`config.mk`:
```
export PLATFORM = sky130hd
export DESIGN_NAME = axi_mem_txn_throttle
export DESIGN_NICKNAME = d
export VERILOG_FILES = /design/src/rtl/axi_mem_txn_throttle.sv
export SDC_FILE = /design/constraint.sdc
export NUM_CORES = 1
export LEC_CHECK = 0
export CELL_PAD_IN_SITES_DETAIL_PLACEMENT = 1
export CELL_PAD_IN_SITES_GLOBAL_PLACEMENT = 1
export CORE_AREA = 4 4 228 230
export CTS_CLUSTER_DIAMETER = 100
export DETAILED_ROUTE_END_ITERATION = 10
export DIE_AREA = 0 0 232 234
export GPL_TIMING_DRIVEN = 0
export PLACE_DENSITY_LB_ADDON = 0.1
export REMOVE_ABC_BUFFERS = 1
export SETUP_SLACK_MARGIN = 0.1
export SYNTH_ARGS = -nofsm -noshare
export SYNTH_HDL_FRONTEND = slang
export SYNTH_SLANG_ARGS = --single-unit
```
`constraint.sdc`:
```
create_clock -name clock -period 5.8 [get_ports clock]
set_clock_uncertainty 0.1 [all_clocks]
set_input_delay 0.87 -clock clock [delete_from_list [all_inputs] [get_ports clock]]
set_output_delay 0.87 -clock clock [all_outputs]
set_load 0.02 [all_outputs]
```
`src/rtl/axi_mem_txn_throttle.sv`:
```
// AXI memory-port throttle: caps outstanding read/write bursts, holds W until its AW
// has been accepted, and regenerates WLAST from the accepted AWLEN.
module axi_mem_txn_throttle #(
    parameter int MAX_RD = 4,
    parameter int MAX_WR = 4,
    parameter int ID_W   = 6,
    parameter int DATA_W = 64,
    localparam int ARW_BITS = 32 + ID_W + 8 + 3 + 2 + 1 + 4 + 3 + 4
) (
    input  logic                  clock,
    input  logic                  reset,

    input  logic                  s_ar_valid,
    input  logic [ARW_BITS-1:0]   s_ar_bits,
    output logic                  s_ar_ready,
    output logic                  m_ar_valid,
    output logic [ARW_BITS-1:0]   m_ar_bits,
    input  logic                  m_ar_ready,

    input  logic                  s_aw_valid,
    input  logic [ARW_BITS-1:0]   s_aw_bits,
    output logic                  s_aw_ready,
    output logic                  m_aw_valid,
    output logic [ARW_BITS-1:0]   m_aw_bits,
    input  logic                  m_aw_ready,

    input  logic                  s_w_valid,
    input  logic [DATA_W-1:0]     s_w_data,
    input  logic [DATA_W/8-1:0]   s_w_strb,
    input  logic                  s_w_last,
    output logic                  s_w_ready,
    output logic                  m_w_valid,
    output logic [DATA_W-1:0]     m_w_data,
    output logic [DATA_W/8-1:0]   m_w_strb,
    output logic                  m_w_last,
    input  logic                  m_w_ready,

    input  logic                  m_r_valid,
    input  logic [ID_W-1:0]       m_r_id,
    input  logic [DATA_W-1:0]     m_r_data,
    input  logic [1:0]            m_r_resp,
    input  logic                  m_r_last,
    output logic                  m_r_ready,
    output logic                  s_r_valid,
    output logic [ID_W-1:0]       s_r_id,
    output logic [DATA_W-1:0]     s_r_data,
    output logic [1:0]            s_r_resp,
    output logic                  s_r_last,
    input  logic                  s_r_ready,

    input  logic                  m_b_valid,
    input  logic [ID_W-1:0]       m_b_id,
    input  logic [1:0]            m_b_resp,
    output logic                  m_b_ready,
    output logic                  s_b_valid,
    output logic [ID_W-1:0]       s_b_id,
    output logic [1:0]            s_b_resp,
    input  logic                  s_b_ready,

    output logic [3:0]            rd_outstanding,
    output logic [3:0]            wr_outstanding,
    output logic                  err_wlast,
    output logic                  err_orphan
);

    localparam int               LEN_LO   = ID_W + 32;
    localparam int               PTR_W    = (MAX_WR > 1) ? $clog2(MAX_WR) : 1;
    localparam logic [3:0]       MAX_RD_C = 4'(MAX_RD);
    localparam logic [3:0]       MAX_WR_C = 4'(MAX_WR);
    localparam logic [PTR_W-1:0] PTR_LAST = PTR_W'(MAX_WR - 1);
    localparam logic [PTR_W-1:0] PTR_ONE  = PTR_W'(1);

    logic [3:0]       rd_cnt_q, rd_cnt_d;
    logic [3:0]       wr_cnt_q, wr_cnt_d;
    logic [7:0]       wq_mem_q [MAX_WR];
    logic [PTR_W-1:0] wq_rd_q, wq_rd_d;
    logic [PTR_W-1:0] wq_wr_q, wq_wr_d;
    logic [3:0]       wq_cnt_q, wq_cnt_d;
    logic [7:0]       beat_q, beat_d;
    logic             err_wlast_q, err_wlast_d;
    logic             err_orphan_q, err_orphan_d;

    logic       rd_ok, wr_ok, w_ok;
    logic       ar_hs, aw_hs, w_hs, r_last_hs, b_hs;
    logic       wq_push, w_pop;
    logic [7:0] head_len;

    // Every handshake is gated by reset so nothing leaks out while the slave is reset too.
    assign rd_ok = !reset && (rd_cnt_q < MAX_RD_C);
    assign wr_ok = !reset && (wr_cnt_q < MAX_WR_C);
    assign w_ok  = !reset && (wq_cnt_q != 4'd0);

    assign m_ar_valid = s_ar_valid & rd_ok;
    assign s_ar_ready = m_ar_ready & rd_ok;
    assign m_ar_bits  = s_ar_bits;

    assign m_aw_valid = s_aw_valid & wr_ok;
    assign s_aw_ready = m_aw_ready & wr_ok;
    assign m_aw_bits  = s_aw_bits;

    assign head_len  = wq_mem_q[wq_rd_q];
    assign m_w_valid = s_w_valid & w_ok;
    assign s_w_ready = m_w_ready & w_ok;
    assign m_w_last  = w_ok & (beat_q == head_len);
    assign m_w_data  = s_w_data;
    assign m_w_strb  = s_w_strb;

    assign s_r_valid = m_r_valid & !reset;
    assign m_r_ready = s_r_ready & !reset;
    assign s_r_id    = m_r_id;
    assign s_r_data  = m_r_data;
    assign s_r_resp  = m_r_resp;
    assign s_r_last  = m_r_last;

    assign s_b_valid = m_b_valid & !reset;
    assign m_b_ready = s_b_ready & !reset;
    assign s_b_id    = m_b_id;
    assign s_b_resp  = m_b_resp;

    assign ar_hs     = s_ar_valid & s_ar_ready;
    assign aw_hs     = s_aw_valid & s_aw_ready;
    assign w_hs      = s_w_valid & s_w_ready;
    assign r_last_hs = m_r_valid & m_r_ready & m_r_last;
    assign b_hs      = m_b_valid & m_b_ready;
    assign wq_push   = aw_hs & (wq_cnt_q != MAX_WR_C);
    assign w_pop     = w_hs & m_w_last;

    always_comb begin
        rd_cnt_d     = rd_cnt_q;
        wr_cnt_d     = wr_cnt_q;
        err_orphan_d = err_orphan_q;
        if (ar_hs && !r_last_hs) begin
            rd_cnt_d = rd_cnt_q + 4'd1;
        end else if (r_last_hs && !ar_hs) begin
            if (rd_cnt_q == 4'd0) err_orphan_d = 1'b1;
            else                  rd_cnt_d     = rd_cnt_q - 4'd1;
        end
        if (aw_hs && !b_hs) begin
            wr_cnt_d = wr_cnt_q + 4'd1;
        end else if (b_hs && !aw_hs) begin
            if (wr_cnt_q == 4'd0) err_orphan_d = 1'b1;
            else                  wr_cnt_d     = wr_cnt_q - 4'd1;
        end
    end

    always_comb begin
        wq_wr_d     = wq_wr_q;
        wq_rd_d     = wq_rd_q;
        wq_cnt_d    = wq_cnt_q;
        beat_d      = beat_q;
        err_wlast_d = err_wlast_q;
        if (wq_push) begin
            wq_wr_d = (wq_wr_q == PTR_LAST) ? '0 : wq_wr_q + PTR_ONE;
        end
        if (w_hs) begin
            if (s_w_last != m_w_last) err_wlast_d = 1'b1;
            if (m_w_last) begin
                beat_d  = 8'd0;
                wq_rd_d = (wq_rd_q == PTR_LAST) ? '0 : wq_rd_q + PTR_ONE;
            end else begin
                beat_d  = beat_q + 8'd1;
            end
        end
        case ({wq_push, w_pop})
            2'b10:   wq_cnt_d = wq_cnt_q + 4'd1;
            2'b01:   wq_cnt_d = wq_cnt_q - 4'd1;
            default: wq_cnt_d = wq_cnt_q;
        endcase
    end

    always_ff @(posedge clock) begin
        if (reset) begin
            rd_cnt_q     <= 4'd0;
            wr_cnt_q     <= 4'd0;
            wq_rd_q      <= '0;
            wq_wr_q      <= '0;
            wq_cnt_q     <= 4'd0;
            beat_q       <= 8'd0;
            err_wlast_q  <= 1'b0;
            err_orphan_q <= 1'b0;
        end else begin
            rd_cnt_q     <= rd_cnt_d;
            wr_cnt_q     <= wr_cnt_d;
            wq_rd_q      <= wq_rd_d;
            wq_wr_q      <= wq_wr_d;
            wq_cnt_q     <= wq_cnt_d;
            beat_q       <= beat_d;
            err_wlast_q  <= err_wlast_d;
            err_orphan_q <= err_orphan_d;
        end
    end

    // Length storage needs no reset: an entry is only read once the count says it is live.
    always_ff @(posedge clock) begin
        if (wq_push) wq_mem_q[wq_wr_q] <= s_aw_bits[LEN_LO +: 8];
    end

    assign rd_outstanding = rd_cnt_q;
    assign wr_outstanding = wr_cnt_q;
    assign err_wlast      = err_wlast_q;
    assign err_orphan     = err_orphan_q;

endmodule

```
==> results.cfg <==
[run_status]
status = complete, no violations

[logic_synthesis]
synth_edf_count = 32
async_flop_share_pct = 0
synth-simple-area-share_pct = 10.4
avgSynthCellArea_um2 = 9.23
synthCells = 565
ys_seq_elements = 60
synth_mux_area_share_pct = 5.25
ys_types = 49
synth-adder-area-share_pct = 4.60
synthesis.area_um2 = 5220
dominantRegCellSynth = edfxtp_1
yosysWarnings = 0
yosys.area_share.xor_xnor_pct = 3.86
synth_compound_area_share_pct = 4.53
yosysSeqAreaShare_pct = 29.2
synth_top_family_by_area = buffers and inverters

[finish]
nets = 650
drive_gt1_share_pct = 8.70
final_util_pct = 9.41
seq_area_um2 = 1520
layout.cells.non_filler = 1017
antenna_cells = 0
fin_area_um2 = 4690
multiInputGateArea_um2 = 1500
fillers = 5890
syn_to_final_growth_pct = -10.0

[clock_network]
cts-htree-levels = 3
cts_setup_buffers = 0
clock-sinks = 60
clkTransAtPathRegs_ns = 0.06
clk_latency_ns = 0.36
cts-root-buf = clkbuf_16
clockBufferDepth = 2
cts_tree = yes
cts_resized = 0
cts_buffers = 9
hold_buffers = 0

[grt]
top_usage_layer = met2
grt_max_degree = 41
grtUsageMet3_pct = 48.4
antenna_found_initial = 1
met2_usage_pct = 55.7
grt.overflow.total = 0
gr-usage-all-layers_pct = 32.6
grt_pass1_vias = 3504
grt_pass1_wl_um = 99500
met1_usage_pct = 7.73

[die]
core-area_um2 = 49900
rows = 82
die_y_um = 234
fp.dieW_um = 232
pin_count = 592
initial_utilization_pct = 10.5
die-area_um2 = 54300

[sta]
relSlewSlack_pct = 30.5
min_period_over_period_pct = 84.2
finalCriticalPeriod_ns = 4.89
tightest_slew_ns = 1.04
setup_tns_ns = 0
setup_slack_ns = 0.915
rsz0062_at_grt = false
hold_viol = 0
slew_violations = 0
setup_viol = 0
fmax_mhz = 205

[route]
drt_iter0_drc = 383
ant_nets = 0
wl_per_cell_um = 90.3
drc = 0
routed-via-count = 3816
drt_pass1_iterations = 5
via_per_inst = 3.75
routed_wl_um = 91800

[place]
dp_hpwl_um = 88100
placed_cells_incl_taps = 1001
portBuffers = 51
dpl_cell_area_um2 = 4420
dpl_worst_slack_ns = 1.01
place_congestion = 1.35

[worst_hold_path]
hp-class = register to register

[critical_path]
crit_type = register to output port
start_kind = register
crit_arrival_ns = 3.92
cp_common_cell = mux2i_1
critical_path_peak_fanout = 14
path_buf_inv = 2
slowest_stage = dfxtp_1
crit_family = flip-flops
endpoint_kind = output port
slowest_delay_ns = 1.01
path_cells = mux2i_1 -> mux2i_1 -> o221ai_1 -> o211a_2 -> nand2_2 -> inv_1 -> clkdlybuf4s50_1
worstPathRequired_ns = 4.83

[pwr]
p_leak_nw = 1.44
pwr_density_cell_nw_per_um2 = 239
ir_worst_vdd_uv = 93.8

[run]
drv_cap = 0
## cells by family (layout without fill, tap and decap cells)
group,Yosys count,in the layout
buf+inv,301,81
simple gates,102,102
flops,60,60
compound gates,37,37
mux,24,24
xor+xnor,23,23
fa+ha+maj,18,18
## state kept, by name, indices dropped and copies added (netlist names), named ones only
name and count:
wr_outstanding 4, wq_cnt_q 4, wq_rd_q 2, err_orphan 1, wq_wr_q 2, err_wlast 1, wq_mem_q 32, beat_q 8
rd_outstanding 4
## power by group
group	total (W)	internal, W	switching, W
clock	0.000527	0.000291	0.000237
combinational	0.000128	0.0000586	0.0000698
sequential	0.000467	0.000456	0.0000107
## final timing paths
kind,from,to,slack (ns),cells past startpoint
hold / removal,err_wlast$_SDFFE_PP0P_,err_wlast$_SDFFE_PP0P_,0.35,2
setup / recovery,register,m_w_last,0.91,7
hold reg to reg,err_wlast$_SDFFE_PP0P_,err_wlast$_SDFFE_PP0P_,0.35,2
setup reg to reg,register,wq_cnt_q[2]$_SDFFE_PP0P_,1.01,13
## routing by layer
layer / vias to the layer above / wire length, um
met5: - / 1410
met4: 34 / 10500
met3: 153 / 27300
met2: 948 / 43400
met1: 1547 / 9130
li1: 1134 / -
## worst register-to-register path, cell delays in order, from the launching register on
cell and delay [ns]:
dfxtp_1 1.01, mux2i_1 0.58, mux2_2 0.42, a221o_1 0.40, o211a_2 0.23, nand2_2 0.22, nor2_1 0.09, ha_1 0.27
xor2_1 0.17, ha_1 0.21, xnor2_1 0.15, o31a_1 0.11, a2111o_1 0.41, mux2_4 0.30
## synth_stat cells, drive strengths merged, types with 3 or more instances
| library cell | count | area [um2] |
|---|---|---|
| xnor2 | 15 | 131 |
| a211oi | 3 | 22.5 |
| buf | 283 | 2130 |
| dfxtp | 28 | 561 |
| nor2 | 23 | 86.3 |
| nand3 | 7 | 35.0 |
| xor2 | 8 | 70.1 |
| o21ai | 4 | 20.0 |
| mux2i | 18 | 180 |
| clkbuf | 4 | 15.0 |
| nand2 | 22 | 85.1 |
| inv | 14 | 52.6 |
| nor2b | 9 | 56.3 |
| ha | 16 | 200 |
| mux2 | 4 | 48.8 |
| a21oi | 19 | 98.9 |
| nor3 | 12 | 65.1 |
| edfxtp | 32 | 961 |
| and2 | 10 | 65.1 |
## layout make-up
type / instances / area share (%)
repair buffers: 51 / 10.8
multi-input cells: 204 / 31.9
clock buffers: 9 / 4.80
inverters: 14 / 1.12
well taps: 672 / 17.9
clock inverters: 7 / 1.09
flip-flops and latches: 60 / 32.4
## through the flow
step / power [W] / hold slack (ns)
finish: 0.00112 / 0.353
global route: 0.00117 / 0.393
CTS: 0.00115 / 0.351
detailed placement: 0.000606 / 0.342
global placement: 0.000606 / 0.346
floorplan: 0.000533 / 0.363
## cell usage in the layout (no fill, tap or decap), types with 2 or more instances in the layout
| cell type | synthesis | routed |
|---|---|---|
| dfxtp_1 | 28 | 28 |
| nor4b_1 | 2 | 2 |
| edfxtp_1 | 32 | 32 |
| nor3_1 | 11 | 11 |
| clkdlybuf4s50_1 | 0 | 50 |
| o21ai_0 | 4 | 4 |
| clkinv_2 | 0 | 2 |
| a21oi_1 | 18 | 18 |
| nand4b_1 | 2 | 2 |
| inv_1 | 14 | 14 |
| clkbuf_16 | 0 | 9 |
| xnor2_1 | 15 | 15 |
| nand2_1 | 21 | 21 |
| nand4_1 | 2 | 2 |
| nand3_1 | 7 | 7 |
| mux2i_1 | 18 | 18 |
| a211oi_1 | 3 | 3 |
| clkinv_4 | 0 | 2 |
| nor4_1 | 2 | 2 |
| xor2_1 | 8 | 8 |
| ha_1 | 16 | 16 |
| nor2b_1 | 9 | 9 |
| or4_1 | 2 | 2 |
| mux4_2 | 2 | 2 |
| and2_1 | 9 | 9 |
| mux2_2 | 3 | 3 |
| a21o_1 | 2 | 2 |
| and4_1 | 2 | 2 |
| o31a_1 | 2 | 2 |
| fa_1 | 2 | 2 |
| nor2_1 | 23 | 23 |
| and3_1 | 2 | 2 |
| clkinvlp_4 | 0 | 2 |
(Power assumes the default switching activity.)
